**src/rtl/counter_sweep_ctrl.sv**
```systemverilog
// Triangle-sweep sequencer for the saturating up/down counter.
// Paces steps by a prescaler and counts completed round trips.
module counter_sweep_ctrl #(
  parameter int WIDTH   = 4,
  parameter int PRESC_W = 8
) (
  input  logic               clk,
  input  logic               rst_n,
  input  logic               start,
  input  logic               abort,
  input  logic [WIDTH-1:0]   lo,
  input  logic [WIDTH-1:0]   hi,
  input  logic [PRESC_W-1:0] step_div,
  input  logic [3:0]         trips,
  output logic               cnt_set,
  output logic [WIDTH-1:0]   cnt_set_val,
  output logic               cnt_en,
  output logic               cnt_up,
  output logic               busy,
  output logic               done,
  output logic               aborted,
  output logic               cfg_err,
  output logic [3:0]         trip_cnt
);

  localparam logic [2:0] S_IDLE = 3'd0;
  localparam logic [2:0] S_LOAD = 3'd1;
  localparam logic [2:0] S_UP   = 3'd2;
  localparam logic [2:0] S_DOWN = 3'd3;
  localparam logic [2:0] S_FIN  = 3'd4;

  localparam logic [WIDTH-1:0]   W_ONE = 1;
  localparam logic [PRESC_W-1:0] P_ONE = 1;
  localparam logic [3:0]         T_ONE = 4'd1;

  logic [2:0]         state_q, state_d;
  logic [WIDTH-1:0]   pos_q, pos_d;
  logic [PRESC_W-1:0] presc_q, presc_d;
  logic [WIDTH-1:0]   lo_q, hi_q;
  logic [PRESC_W-1:0] div_q;
  logic [3:0]         trips_q;
  logic               ld;

  logic               set_d, en_d, up_d;
  logic               done_d, abt_d, err_d;
  logic [WIDTH-1:0]   sval_d;
  logic [3:0]         trip_d;

  logic               tick;
  logic [WIDTH-1:0]   pos_inc, pos_dec;
  logic [3:0]         trip_inc;

  assign tick     = (presc_q == div_q);
  assign pos_inc  = pos_q + W_ONE;
  assign pos_dec  = pos_q - W_ONE;
  assign trip_inc = trip_cnt + T_ONE;

  // Next-state and next-output decode; abort overrides any sweep step.
  always_comb begin
    state_d = state_q;
    pos_d   = pos_q;
    presc_d = presc_q;
    ld      = 1'b0;
    set_d   = 1'b0;
    sval_d  = cnt_set_val;
    en_d    = 1'b0;
    up_d    = 1'b0;
    done_d  = 1'b0;
    abt_d   = 1'b0;
    err_d   = 1'b0;
    trip_d  = trip_cnt;
    unique case (state_q)
      S_IDLE: begin
        if (start && !abort) begin
          if (lo < hi) begin
            ld      = 1'b1;
            state_d = S_LOAD;
            trip_d  = 4'd0;
            set_d   = 1'b1;
            sval_d  = lo;
          end else begin
            err_d = 1'b1;
          end
        end
      end
      S_LOAD: begin
        state_d = S_UP;
        pos_d   = lo_q;
        presc_d = '0;
        up_d    = 1'b1;
      end
      S_UP: begin
        up_d = 1'b1;
        if (tick) begin
          en_d    = 1'b1;
          pos_d   = pos_inc;
          presc_d = '0;
          if (pos_inc == hi_q) state_d = S_DOWN;
        end else begin
          presc_d = presc_q + P_ONE;
        end
      end
      S_DOWN: begin
        if (tick) begin
          en_d    = 1'b1;
          pos_d   = pos_dec;
          presc_d = '0;
          if (pos_dec == lo_q) begin
            trip_d = trip_inc;
            if (trips_q != 4'd0 && trip_inc == trips_q)
              state_d = S_FIN;
            else
              state_d = S_UP;
          end
        end else begin
          presc_d = presc_q + P_ONE;
        end
      end
      S_FIN: begin
        state_d = S_IDLE;
        done_d  = 1'b1;
      end
      default: state_d = S_IDLE;
    endcase
    if (abort && state_q != S_IDLE) begin
      state_d = S_IDLE;
      pos_d   = pos_q;
      presc_d = presc_q;
      en_d    = 1'b0;
      up_d    = 1'b0;
      done_d  = 1'b0;
      trip_d  = trip_cnt;
      abt_d   = 1'b1;
    end
  end

  // State, position, prescaler and registered outputs.
  always_ff @(posedge clk or negedge rst_n) begin
    if (!rst_n) begin
      state_q     <= S_IDLE;
      pos_q       <= '0;
      presc_q     <= '0;
      cnt_set     <= 1'b0;
      cnt_set_val <= '0;
      cnt_en      <= 1'b0;
      cnt_up      <= 1'b0;
      busy        <= 1'b0;
      done        <= 1'b0;
      aborted     <= 1'b0;
      cfg_err     <= 1'b0;
      trip_cnt    <= 4'd0;
    end else begin
      state_q     <= state_d;
      pos_q       <= pos_d;
      presc_q     <= presc_d;
      cnt_set     <= set_d;
      cnt_set_val <= sval_d;
      cnt_en      <= en_d;
      cnt_up      <= up_d;
      busy        <= (state_d != S_IDLE);
      done        <= done_d;
      aborted     <= abt_d;
      cfg_err     <= err_d;
      trip_cnt    <= trip_d;
    end
  end

  // Sweep configuration captured on an accepted start.
  always_ff @(posedge clk or negedge rst_n) begin
    if (!rst_n) begin
      lo_q    <= '0;
      hi_q    <= '0;
      div_q   <= '0;
      trips_q <= 4'd0;
    end else if (ld) begin
      lo_q    <= lo;
      hi_q    <= hi;
      div_q   <= step_div;
      trips_q <= trips;
    end
  end

endmodule

```
**config.mk**
```make
export PLATFORM = sky130hd
export DESIGN_NAME = counter_sweep_ctrl
export DESIGN_NICKNAME = d
export VERILOG_FILES = /design/src/rtl/counter_sweep_ctrl.sv
export SDC_FILE = /design/constraint.sdc
export NUM_CORES = 1
export LEC_CHECK = 0
export ABC_AREA = 1
export BUFFER_PORTS_ARGS = -buffer_cell sky130_fd_sc_hd__buf_2
export CORE_MARGIN = 2
export CORE_UTILIZATION = 45
export CTS_CLUSTER_SIZE = 30
export DETAILED_ROUTE_END_ITERATION = 8
export PLACE_DENSITY = 0.73
export SYNTH_ARGS = -nofsm -noshare
export SYNTH_HDL_FRONTEND = slang
export SYNTH_SLANG_ARGS = --single-unit
```
**constraint.sdc**
```tcl
create_clock -name clk -period 2.4 [get_ports clk]
set_input_delay 0.36 -clock clk [delete_from_list [all_inputs] [get_ports clk]]
set_output_delay 0.36 -clock clk [all_outputs]
set_load 0.01 [all_outputs]
```
==> reports/results.tsv, run 1 <==
metric	value	unit
status	complete, no violations	
Vias per Instance	4.921	
residual DRC count	0	
post-route ant nets	0	
Avg WL per Cell	12.03	um
pin count of the biggest net entering global routing	30	
Max VDD drop	0.4515	mV
total gr overflow	0	
gpl congestion	0.8292	
Clock Tree Buf Depth	2	
DR pass1 iterations	4	
most frequent cells in the layout	nand2_1, dfrtp_1, inv_1	
clock buffers created by TritonCTS	5	
Non-Filler Instances	455	
Placed Cells	448	
post-synth net total	372	
commonest non-fill, non-tap cell in the layout	nand2_1	
yosys warns	0	
setup TNS	0	ns
endpoints failing setup	0	
Slew HR	0.6964	
fill count	540	
post-synthesis cell type count	29	
Initial Utilization	0.4732	
Req. time, crit path	2.59	ns
Leak	0.001527	uW
Core Region	5574	um2
minimum clock period after layout	1.897	ns
CP Class	flop to flop	
Iteration-0 DRC Markers	236	
CTS tree	built	
initial antenna violation count	0	
Hold WC Path Type	input port to flop	
CP Capture Type	flop	
Horiz. Die Dim	80.56	um
crit path DAT	2.09	ns
type of origin of the critical path	flop	
Worst-Margin Slew	0.4547	ns
flops & latches, synth	46	
CTS clock-pin slew for the worst setup and hold paths	0.09	ns
ANT cells	0	
RSZ-0062 raised after global routing	no	
Final Hold Vio Count	0	
H-tree depth	2	
CP max FO	8	
global-route wire length before repair	9.749	mm
Final Total Pwr	3125	uW
Area growth syn-to-layout	13.05	%
CTS Sinks	46	
Cells after Synth	341	
port buffer count	38	
Rows	27	
syn avg cell area	7.735	um2
max_cap viols	0	
gr usage total	0.1946	
Die Y	80.56	um
Post-Route WL	5.473	mm
layout cells sized above 1	0.2141	
# IOs	39	
Post-Syn Area	2638	um2
Fmax achieved	0.5272	GHz
Pins Over Slew Limit	0	
nets	415	
post-synthesis sequential area ratio	0.4364	
post_cts resized	0	
DR vias	2239	
clk_skew	0.01243	ns
clk_lat worst skew	0.30	ns
PD cells	1048	nW/um2
CTS Root Buffer Type	clkbuf_8	
HPWL Detailed	4.103	mm
die area	6490	um2
period utilisation layout	0.7903	
number of global-route vias before repair	2184	
registers in the layout (all words and copies together), names as in the netlist:
name,count
cnt_en,1
cnt_set,1
div_q,8
aborted,1
cnt_up,1
busy,1
cfg_err,1
pos_q,4
cnt_set_val,4
state_q,3
presc_q,8
trips_q,4
done,1
trip_cnt,4
hi_q,4
path summary, 6_finish.rpt:
path	from	to	slack, ns	cells past startpoint
min in group asynchronous	rst_n	presc_q[7]	0.52	2
setup reg to reg	pos_q[0]	trip_cnt[2]	0.50	10
hold / removal	abort	cnt_up	0.25	2
setup / recovery	pos_q[0]	trip_cnt[2]	0.50	10
hold reg to reg	hi_q[1]	hi_q[1]	0.51	2
max in group asynchronous	rst_n	cnt_set_val[2]	1.14	3
Yosys cell counts:
master / number / share of area
ha_1: 7 / 0.033
mux2_2: 1 / 0.0043
and2_1: 1 / 0.0024
o21ai_2: 4 / 0.013
xnor2_1: 3 / 0.010
nand3_2: 3 / 0.011
dfrtp_1: 46 / 0.44
o31ai_1: 1 / 0.0028
nor2_1: 16 / 0.023
nand3_1: 17 / 0.032
nand2_2: 5 / 0.012
nand2_1: 109 / 0.16
o22ai_1: 2 / 0.0047
nand4_1: 1 / 0.0024
o21ai_1: 8 / 0.015
a211oi_1: 1 / 0.0028
o21ai_0: 22 / 0.042
inv_2: 8 / 0.011
nor3_1: 7 / 0.013
inv_1: 41 / 0.058
or2_2: 2 / 0.0047
nor2_4: 4 / 0.017
xor2_1: 9 / 0.030
buf_2: 2 / 0.0038
buf_6: 3 / 0.013
a21oi_1: 9 / 0.017
nand2_4: 2 / 0.0085
a21oi_4: 1 / 0.0062
nor2_2: 6 / 0.014
routing by layer:
layer,vias up,GRT usage,share of wire
met1,1030,0.2579,0.48
met4,0,0.05085,0.013
li1,1155,-,-
met2,46,0.3267,0.46
met3,8,0.03708,0.040
met5,-,0,0
what timing repair did:
| action | CTS | global route |
|---|---|---|
| buffers inserted | 0 | 0 |
| hold buffers | 1 | 0 |
| endpoints found under the hold margin | 9 | 0 |
| setup endpoints to repair | 0 | 0 |
metrics by stage:
step           cell area [um2]  utilization  worst slack [ns]  hold WS (ns)
6_report                  2982       0.5349            0.5033        0.2495
5_1_grt                   2982       0.5349            0.3534        0.2639
4_1_cts                   2982       0.5349            0.5096        0.2499
3_5_place_dp              2889       0.5183            0.5319        0.3202
3_3_place_gp              2889       0.5183            0.5898        0.3129
2_1_floorplan             2638            -            0.6868       0.06441
area by class of cell:
class	count	area (um2)	area share
clock buffer	6	82.58	0.02770
multi-input combinational	241	1259	0.4222
timing repair buffer	41	215.2	0.07218
inverter	49	183.9	0.06169
tap	72	90.09	0.03021
sequential	46	1151	0.3861
critical path: stages, from the launching register on:
cell	delay, ns
dfrtp_1	0.47
inv_1	0.14
ha_1	0.38
xor2_1	0.16
nand2_1	0.10
nor2_4	0.12
nand3_2	0.10
nand2_2	0.10
nand2_4	0.09
nand2_1	0.08
o21ai_2	0.05
power breakdown:
part	leakage [uW]	switching [uW]	total, uW	internal, uW
Clock	0.0000431	243	466	222
Combinational	0.000884	868	1390	525
Sequential	0.000600	232	1270	1030
Total	0.00153	1340	3120	1780
cell families (layout without fill, tap and decap cells):
group / Yosys count / after routing / share of synthesized area
and+or+nand+nor: 173 / 173 / 0.2960
DFF: 46 / 46 / 0.4364
buffers and inverters: 54 / 96 / 0.08634
adders and majority gates: 7 / 7 / 0.03321
AOI/OAI and AO/OA: 48 / 48 / 0.1039
muxes: 1 / 1 / 0.004269
xor gates and xnor gates: 12 / 12 / 0.03985
Power figures use the tool's default switching activity.
==> run 2: changes to the inputs <==
--- a/config.mk
+++ b/config.mk
@@ -5,13 +5,13 @@
 export SDC_FILE = /design/constraint.sdc
 export NUM_CORES = 1
 export LEC_CHECK = 0
-export ABC_AREA = 1
+export ABC_AREA = 0
 export BUFFER_PORTS_ARGS = -buffer_cell sky130_fd_sc_hd__buf_2
 export CORE_MARGIN = 2
 export CORE_UTILIZATION = 45
 export CTS_CLUSTER_SIZE = 30
 export DETAILED_ROUTE_END_ITERATION = 8
-export PLACE_DENSITY = 0.73
+export PLACE_DENSITY = 0.74
 export SYNTH_ARGS = -nofsm -noshare
 export SYNTH_HDL_FRONTEND = slang
 export SYNTH_SLANG_ARGS = --single-unit
==> constraint.sdc (replaced) <==
create_clock -name clk -period 1.8 [get_ports clk]
set_input_delay 0.27 -clock clk [delete_from_list [all_inputs] [get_ports clk]]
set_output_delay 0.27 -clock clk [all_outputs]
set_load 0.01 [all_outputs]
==> reports/results.tsv, run 2 <==
metric	value	unit	change
status	finished with violations		
violated checks	negative setup slack		
endpoints failing setup	25		+25
Iteration-0 DRC Markers	160		-32%
setup TNS	-1.607	ns	-1.607 ns
Vias per Instance	5.504		+12%
Cells after Synth	234		-31%
# IOs	39		unchanged
Initial Utilization	0.4615		-0.01171
gr usage total	0.1873		-0.007337
PD cells	1204	nW/um2	+15%
FFs w/ async S/R, synth	1.000		unchanged
initial antenna violation count	0		unchanged
CTS tree	built		
nets	339		-18%
count leader, synth	dfrtp_1		
number of global-route vias before repair	1978		-9.4%
minimum clock period after layout	2.092	ns	+0.1951 ns
residual DRC count	0		unchanged
share of the synthesized area in the top cell type	0.4586		+0.02219
final instance area	3349	um2	+12%
crit path DAT	2.31	ns	+0.22 ns
Worst-Margin Slew	0.5146	ns	+0.05988 ns
total gr overflow	0		unchanged
Post-Syn Area	2510	um2	-4.8%
pin count of the biggest net entering global routing	31		+3.3%
Hold WC Path Type	input port to flop		
Slew HR	0.6570		-0.03948
register area	1151	um2	unchanged
WHS	0.1710	ns	-0.07844 ns
Core Region	5439	um2	-2.4%
clock buffers created by TritonCTS	5		unchanged
area leader, netlist	dfrtp_1		
post-route ant nets	0		unchanged
port buffer count	38		unchanged
CTS clock-pin slew for the worst setup and hold paths	0.09	ns	about the same
clk_skew	0.004610	ns	-0.007817 ns
period utilisation layout	1.162		+0.3718
Post-Route WL	5.969	mm	+9.1%
commonest non-fill, non-tap cell in the layout	dfrtp_1		
clk_lat worst skew	0.30	ns	about the same
Clock Tree Buf Depth	2		unchanged
DR pass1 iterations	4		unchanged
HPWL Detailed	3.869	mm	-5.7%
RSZ-0062 raised after global routing	yes		
commonest register cell after synthesis	dfrtp_1		
DR vias	2097		-6.3%
Die Y	78.69	um	-2.3%
Area after DPL	3012	um2	+4.2%
Req. time, crit path	2.01	ns	-0.58 ns
Leak	0.001557	uW	+1.9%
Area growth syn-to-layout	33.45	%	
die area	6191	um2	-4.6%
Multi-input gate area	1421	um2	+13%
post-synth net total	265		-29%
CP Class	flop to flop		
CP max FO	4		-4
Post-synth top cells	dfrtp_1, mux2_2, nor2_1, o21ai_0, xor2_1		
Final Hold Vio Count	0		unchanged
global-route wire length before repair	9.108	mm	-6.6%
max_cap viols	0		unchanged
gpl congestion	0.9312		+12%
post-synthesis cell type count	56		+93%
most frequent cells in the layout	dfrtp_1, buf_2, buf_4		
Rows	27		unchanged
CTS Sinks	46		unchanged
Top Registers	div_q (8), presc_q (8)		
ANT cells	0		unchanged
largest cells by area after synthesis	dfrtp_1, mux2_2, xor2_1, xnor2_1, ha_1		
flops & latches, synth	46		unchanged
Avg WL per Cell	15.67	um	+30%
pre-CTS WS	-0.2623	ns	-0.7942 ns
Fmax achieved	0.4781	GHz	-9.3%
Pins Over Slew Limit	0		unchanged
CTS Root Buffer Type	clkbuf_8		
H-tree depth	2		unchanged
EDFF count, synth	0		unchanged
Final Worst Setup Slack	-0.2918	ns	-0.7951 ns
type of origin of the critical path	flop		
syn avg cell area	10.73	um2	+39%
yosys warns	0		unchanged
CP Capture Type	flop		
fill count	443		-18%
Max VDD drop	0.6581	mV	+46%
post-synthesis sequential area ratio	0.4586		+0.02219
Horiz. Die Dim	78.69	um	-2.3%
layout cells sized above 1	0.4434		+0.2293
-- run 2: final cells by class --
cell class | instances | area share
Multi-Input combinational cell | 167 | 0.4244
Sequential cell | 46 | 0.3437
Timing Repair Buffer | 79 | 0.1659
Tap cell | 72 | 0.02690
Clock buffer | 6 | 0.02465
Inverter | 9 | 0.01083
Clock inverter | 2 | 0.003736
-- run 2: metal layers --
metal	up-vias	global-route usage	routed length (um)
met5	-	0	0
li1	988	-	-
met2	33	0.3256	3171
met1	1066	0.2247	2519
met3	10	0.03678	177
met4	0	0.08070	101
-- run 2: worst paths after layout --
path | slack [ns] | to | start | cells past startpoint
max | -0.29 | state_q[0] | pos_q[1] | 6
max in group asynchronous | 0.82 | trip_cnt[1] | rst_n | 3
min in group asynchronous | 0.46 | div_q[1] | rst_n | 2
max reg2reg | -0.29 | state_q[0] | pos_q[1] | 6
min reg2reg | 0.51 | hi_q[1] | hi_q[1] | 2
min | 0.17 | div_q[3] | step_div[3] | 2
-- run 2: cells by family (layout without fill, tap and decap cells) --
| logic type | count (synthesis) | after routing | synth area share |
|---|---|---|---|
| AOI/OAI and AO/OA | 48 | 48 | 0.1336 |
| adders and majority gates | 7 | 7 | 0.03489 |
| muxes | 20 | 20 | 0.08973 |
| xor gates and xnor gates | 25 | 25 | 0.09322 |
| DFF | 46 | 46 | 0.4586 |
| and+or+nand+nor | 67 | 67 | 0.1560 |
| buffers and inverters | 21 | 96 | 0.03389 |
-- run 2: critical path, stage by stage (launching register included) --
cell	delay, ns
dfrtp_1	0.43
ha_2	0.23
xnor2_2	0.15
xnor2_1	0.13
or4_4	0.46
or3_1	0.35
a311oi_1	0.26
-- run 2: stage by stage --
step	power, uW	utilization	std cells
floorplan	2537	-	234
global placement	2948	0.5537	361
detailed placement	3020	0.5537	361
CTS	3788	0.5797	370
global route	4270	0.6158	381
finish	4031	0.6158	381
-- run 2: timing repair --
action,CTS,global route
resized for setup,10,22
setup buffers,0,11
hold buffers,1,0
pin swaps,11,10
endpoints found under the setup margin,8,32
hold endpoints to repair,20,0
-- run 2: power breakdown --
part	internal [uW]	switching (uW)
logic	1030	807
registers	1270	262
clock network	309	361
